### src/rtl/jtgng_sndlatch_fifo.sv
// Main-to-sound command FIFO with sound CPU interrupt generation.
// Buffers up to 2**AW commands written by the main CPU. The sound CPU reads the
// head entry, which is popped when its read strobe is released. INT_n is raised
// by a sound tick rising edge and, optionally, by command arrival. It is released
// by a Z80 IORQ acknowledge.
module jtgng_sndlatch_fifo #(
    parameter int DW          = 8,
    parameter int AW          = 2,
    parameter int OVERWRITE   = 0,
    parameter int INT_ON_DATA = 1
) (
    input  logic          clk,
    input  logic          reset_n,
    input  logic          main_cen,
    input  logic          main_we,
    input  logic [DW-1:0] main_din,
    input  logic          snd_cen,
    input  logic          snd_rd,
    input  logic          snd_tick,
    input  logic          iorq_n,
    output logic [DW-1:0] snd_dout,
    output logic          int_n,
    output logic          empty,
    output logic          full,
    output logic [AW:0]   level,
    output logic          overflow,
    input  logic          clr_ovf
);

    localparam int         DEPTH    = 1 << AW;
    // AW=0 still needs a 1-bit pointer; it is held at zero so only entry 0 is used
    localparam int         PW       = (AW > 0) ? AW : 1;
    localparam logic [AW:0] FULL_LVL = (AW+1)'(DEPTH);
    localparam bit         DATA_INT = (INT_ON_DATA != 0);
    localparam bit         OVW      = (OVERWRITE != 0);

    logic [DW-1:0] mem [0:(1<<PW)-1];
    logic [PW-1:0] wr_ptr;
    logic [PW-1:0] rd_ptr;
    logic          rd_l;
    logic          tick_l;
    logic          empty_l;

    logic          push;
    logic          pop;
    logic          push_ok;
    logic          push_full;
    logic          int_set;
    logic [AW:0]   level_nxt;

    function automatic logic [PW-1:0] ptr_inc(input logic [PW-1:0] p);
        if (AW == 0) return '0;
        return p + 1'b1;
    endfunction

    function automatic logic [PW-1:0] ptr_dec(input logic [PW-1:0] p);
        if (AW == 0) return '0;
        return p - 1'b1;
    endfunction

    assign push      = main_cen & main_we;
    // Pop on the release of the read strobe so data is stable for the whole read
    assign pop       = snd_cen & rd_l & ~snd_rd & ~empty;
    // A pop on the same edge frees the slot, so a push into a full FIFO is accepted
    assign push_ok   = push & (~full | pop);
    assign push_full = push & full & ~pop;
    assign int_set   = (snd_tick & ~tick_l) | (DATA_INT & empty_l & ~empty);

    // Next occupancy from the accepted push and pop of this edge
    always_comb begin
        level_nxt = level;
        if (push_ok && !pop) begin
            level_nxt = level + 1'b1;
        end else if (pop && !push_ok) begin
            level_nxt = level - 1'b1;
        end
    end

    // Command storage; contents need no reset
    always_ff @(posedge clk) begin
        if (push_ok) begin
            mem[wr_ptr] <= main_din;
        end else if (push_full && OVW) begin
            mem[ptr_dec(wr_ptr)] <= main_din;
        end
    end

    // Pointers, occupancy flags and sticky overflow
    always_ff @(posedge clk) begin
        if (!reset_n) begin
            wr_ptr   <= '0;
            rd_ptr   <= '0;
            level    <= '0;
            empty    <= 1'b1;
            full     <= 1'b0;
            overflow <= 1'b0;
        end else begin
            if (push_ok) wr_ptr <= ptr_inc(wr_ptr);
            if (pop)     rd_ptr <= ptr_inc(rd_ptr);
            level <= level_nxt;
            empty <= (level_nxt == '0);
            full  <= (level_nxt == FULL_LVL);
            if (push_full) begin
                overflow <= 1'b1;
            end else if (clr_ovf) begin
                overflow <= 1'b0;
            end
        end
    end

    // Head data register; holds the last command while empty, like the old latch
    always_ff @(posedge clk) begin
        if (!reset_n) begin
            snd_dout <= '0;
        end else if (!empty) begin
            snd_dout <= mem[rd_ptr];
        end
    end

    // Sound-side sampling and interrupt request; acknowledge beats a new set
    always_ff @(posedge clk) begin
        if (!reset_n) begin
            rd_l    <= 1'b0;
            tick_l  <= 1'b0;
            empty_l <= 1'b1;
            int_n   <= 1'b1;
        end else if (snd_cen) begin
            rd_l    <= snd_rd;
            tick_l  <= snd_tick;
            empty_l <= empty;
            if (!iorq_n) begin
                int_n <= 1'b1;
            end else if (int_set) begin
                int_n <= 1'b0;
            end
        end
    end

endmodule
### config.mk
export PLATFORM = sky130hd
export DESIGN_NAME = jtgng_sndlatch_fifo
export DESIGN_NICKNAME = d
export VERILOG_FILES = /design/src/rtl/jtgng_sndlatch_fifo.sv
export SDC_FILE = /design/constraint.sdc
export NUM_CORES = 1
export LEC_CHECK = 0
export ABC_AREA = 1
export ABC_CLOCK_PERIOD_IN_PS = 1600
export BUFFER_PORTS_ARGS = -buffer_cell sky130_fd_sc_hd__buf_4
export CAP_MARGIN = 15
export CORE_ASPECT_RATIO = 1.1
export CORE_MARGIN = 2
export CORE_UTILIZATION = 50
export DETAILED_ROUTE_END_ITERATION = 10
export GPL_TIMING_DRIVEN = 0
export PLACE_DENSITY = 0.73
export SYNTH_ARGS = -nofsm -noshare
export SYNTH_HDL_FRONTEND = slang
export SYNTH_SLANG_ARGS = --single-unit
### constraint.sdc
create_clock -name clk -period 1.6 [get_ports clk]
set_input_delay 0.16 -clock clk [delete_from_list [all_inputs] [get_ports clk]]
set_output_delay 0.16 -clock clk [all_outputs]
set_load 0.01 [all_outputs]
Word-level counts from Yosys, hierarchy flattened
Memories as Yosys holds them, arrays and structs flattened. A register that Yosys moved wholly into a read port is not among the register bits.
Index checks and enable logic that the tools add are counted.
{ "word_totals": {"regBits": 14, "mem_bits_rw": 32, "input_bits": 17, "output_inout_bits": 15, "elab_cells": 50, "n_memories": 1} }
{ "classes": {"n_addsub": 4, "eq_ne": 2, "muxes": 8, "n_bitwise": 16, "reduce_logical": 9} }
{ "memory_table": {"columns": ["name", "depth", "width", "rd", "rd_clocked_by_memory_dff", "wr", "line", "text"], "rows": [
  ["mem", 4, 8, 1, 1, 1, "37", "logic [DW-1:0] mem [0:(1<<PW)-1];"]
]} }
{ "ops": {"columns": ["op", "count"], "rows": [
  ["1-bit AND", 9],
  ["1-bit 2-to-1 mux", 6],
  ["3-bit 2-to-1 mux", 2],
  ["1-bit NOT", 5],
  ["2-bit by 1-bit adder with 2-bit output, second input constant", 2],
  ["1-bit logical NOT", 4],
  ["3-bit by 1-bit adder with 3-bit output, second input constant", 1],
  ["3-bit == test, second input constant", 1],
  ["3-bit logical NOT", 1],
  ["3-bit by 1-bit subtractor with 3-bit output, second input constant", 1],
  ["1-bit logical AND", 2],
  ["2-bit by 1-bit != test with 1-bit output, second input constant", 1],
  ["1-bit bitwise OR", 2],
  ["2-bit AND reduction", 1],
  ["2-bit nonzero test", 1]
]} }

Depth between registers and ports, before layout
{ "depth": {"depth_word": 10, "ltp_mapped": 9, "ltp_nobuf": 9} }

Least setup slack after synthesis
No wires, ideal clock.
{ "synth_timing": {"path_type": "flip-flop to flip-flop", "start": "register empty", "end": "memory mem[0][0] (enable)", "setup_time_ns": 0.371, "arrival_time_ns": 1.287, "required_time_ns": 1.229, "slack_ns": -0.058, "path_stages_with_launch": 7, "n_path_buf": 1, "period_less_slack_ns": 1.658, "cell_sequence": "dfxtp_1 > buf_6 > nor2_8 > nand2_4 > a21oi_4 > inv_2 > nor2_1"} }
{ "synth_via": {"elab_chain_len": 6} }
{ "synth_rtl": {"columns": ["item", "line", "text"], "rows": [
  ["start, declared", "23", "output logic empty,"],
  ["start signal, assigned", "101", "empty <= (level_nxt == '0);"],
  ["1-bit NOT", "63", "assign pop = snd_cen & rd_l & ~snd_rd & ~empty;"],
  ["1-bit AND", "63", null],
  ["1-bit bitwise OR", "65", "assign push_ok = push & (~full | pop);"],
  ["1-bit AND", "65", null],
  ["1-bit 2-to-1 mux", "81", "if (push_ok) begin"],
  ["1-bit 2-to-1 mux (implied by the code)", "82", "mem[wr_ptr] <= main_din;"],
  ["end, declared", "37", null]
]} }
No other way between the ends.

Worst setup path in the final report
{ "layout_timing": {"start": "register empty", "end": "memory mem[3][0] (enable)"} }
The elaborated chain is that of the path after synthesis.

==> metrics.cfg <==
[logic_synthesis]
async_flop_share_pct=0
synth_mux_area_share_pct=0
synth.largest_area_cell=edfxtp_1
synth_xor_area_share_pct=0.776
synthTopCellsByArea=edfxtp_1 43%, dfxtp_1 20%, nor2_1 6.3%
ys.flop_type=edfxtp_1
synth_simple_gate_area_share_pct=15.4
synth_edf_count=32
synth_seq_area_share_pct=62.1
synth.distinct_cells=29
syn_inst=215
synth_commonest_cells=38 x nor2_1, 32 x edfxtp_1, 26 x o21ai_0, 25 x inv_1, 22 x dfxtp_1
synth_area_sq_um=2260
synth_fa_ha_area_share_pct=3.33
yosys.area.top_type_share_pct=42.6
avgSynthCellArea_sq_um=10.5
ys_seq_elements=54
ys_warn_count=0
syn_nets=238
synth.most_common_cell=nor2_1
synth-compound-area-share_pct=11.9
synth_top_family_by_area=simple AND/OR/NAND/NOR gates

[power_and_ir_drop]
swShare_pct=23.8
p_seq_share_pct=55.0
power_leakage_nw=1.20
vdd_ir_drop_max_v=0.000650
internal-power_w=0.00220
finalPower_w=0.00289
pwr-share-comb_pct=14.1
p_clk_share_pct=31.0
power.switching_w=0.000686
powerDensity_nw_per_um2=1020

[setup_path]
arrival_ns=1.55
start_kind=flip-flop
critPathKind=reg -> reg
cp.required_ns=1.62
crit_fanout=10
path_cells=buf_6 > nor2_8 > nand2_4 > a21oi_4 > clkinv_4 > nor2_4 > buf_6
max_stage_delay_ns=0.34
path_common_cell=buf_6
crit_path_end_kind=flip-flop
cpMaxStageDelayCell=dfxtp_2

[timing]
slew_viol_final=0
setup_violations=0
fmax_mhz=653
hold_violations=0
tightest_slew_ns=0.425
slew-limit-headroom_pct=71.7
timing.final.crit_share_pct=95.7
finClkSkew_ns=0.0124
layout_min_cycle_time_ns=1.53

[clocking]
tritoncts=built
clock_latency_ns=0.30
root_buffer=clkbuf_8
clock_sinks=54
cts_inserted_buffers=5
cts_max_level=2
clk_path_buf_depth=2
clk_pin_slew_ns=0.10

[route]
ant_nets=0
viasPerCell=4.93
drc=0
drtPass1Iterations=4
drt_iter0_drc=86
vias=1572
wl_mm=4.34
post_drt_wl_per_cell_microns=13.6

[global_routing]
track_usage_pct=19.0
busiest_layer=met2
use_met3_pct=4.24
global_route.usage.met1_pct=25.0
grt_pass1_wl_mm=7.05
grtUsageMet2_pct=31.0
grt_max_degree=18
grt-ovfl-total=0
antenna_found_initial=0
grt_pass1_vias=1531

[floorplanning]
core_sq_um=4320
die_w_microns=68.1
ios=32
fp-row-count=25
dieArea_sq_um=5070
chipHeight_microns=74.5
initial_core_util_pct=52.3

[run_status]
outcome=finished, final reports clean

[min_path]
hold_class=in -> reg

[layout]
nNetsFinal=287
n_antenna_cell=0
nFillCells=338
synthToLayoutAreaGrowth_pct=24.9
fin_cells=319
drive_above_1_share_pct=27.2

[place]
gp_congestion=0.741
placed_cells=300
dpl.hpwl_mm=2.77
io_buffer_count=31

[flow_run]
max-cap-violations=0

timing repair:
action	4_1_cts	5_1_grt
resized for setup	8	5
buffers inserted	7	4
pin swaps	3	6
hold buffers	0	0
cloned	0	0
endpoints found under the setup margin	32	32
registers in the layout, summed over array words and instances (netlist names):
register and count:
full 1, overflow 1, snd_dout 8, rd_l 1, tick_l 1, rd_ptr 2, int_n 1, empty 1
mem 32, level 3, empty_l 1, wr_ptr 2
cells in the final DEF, fill, tap and decap left out, drive strengths merged, types with 3 or more instances in the layout:
cell type / instances
a21oi: 9
buf: 46
clkbuf: 7
clkinv: 4
dfxtp: 22
edfxtp: 32
ha: 6
inv: 27
nand2: 18
nand3: 10
nor2: 41
o211ai: 3
o21ai: 27
o22ai: 8
metrics by stage:
stage               worst slack [ns]  hold slack (ns)  cell area (sq um)  util (%)  TNS (ns)
floorplan                    -0.0579            0.259               2260         -     -1.85
global placement              -0.354            0.363               2560      59.2    -10.52
detailed placement            -0.392            0.363               2560      59.2    -11.36
CTS                           0.0169           0.0381               2780      64.3         0
global route                -0.00482           0.0395               2820      65.3   -0.0171
finish                        0.0684           0.0504               2820      65.3         0
worst max-delay path, delay by kind of cell (launching register included):
kind	cells	cell delay [ns]
AOI/OAI and AO/OA	1	0.20
and+or+nand+nor	3	0.29
DFF	1	0.34
buffers and inverters	3	0.41
power groups by stage:
stage | logic (W) | registers [W] | clock network [W]
floorplan | 0.000199 | 0.00163 | 0
global placement | 0.000365 | 0.00162 | 0
detailed placement | 0.000372 | 0.00162 | 0
CTS | 0.000399 | 0.00159 | 0.000922
global route | 0.000457 | 0.00160 | 0.000960
finish | 0.000406 | 0.00159 | 0.000893
routing by layer:
layer	part of all wire (%)	wire length (microns)
met1	46	1980
met2	49	2120
met3	4.1	177
met4	1.3	57
met5	0	0
path summary, 6_finish.rpt:
| path | start | to | slack (ns) | cells after the start |
|---|---|---|---|---|
| max | empty | mem[3][0] | 0.07 | 7 |
| max reg2reg | empty | mem[3][0] | 0.07 | 7 |
| min | iorq_n | int_n | 0.05 | 2 |
| min reg2reg | tick_l | tick_l | 0.47 | 2 |
cell families after synthesis:
group	count (synthesis)
buffers and inverters	35
flip-flops	54
adder cells (fa/ha/maj)	6
XOR/XNOR	2
AO/OA/AOI/OAI	47
AND/OR/NAND/NOR	71
final cells by class:
cell class | count | area, sq um | share of cell area (%)
Inverter | 30 | 120 | 4.26
Timing Repair Buffer | 42 | 348 | 12.3
Sequential cell | 54 | 1400 | 49.7
Buffer | 5 | 32.5 | 1.15
Multi-Input combinational cell | 126 | 738 | 26.2
Clock buffer | 6 | 72.6 | 2.57
Tap cell | 54 | 67.6 | 2.40
Clock inverter | 2 | 38.8 | 1.38
Note: power is estimated with default switching activity, not from simulation.
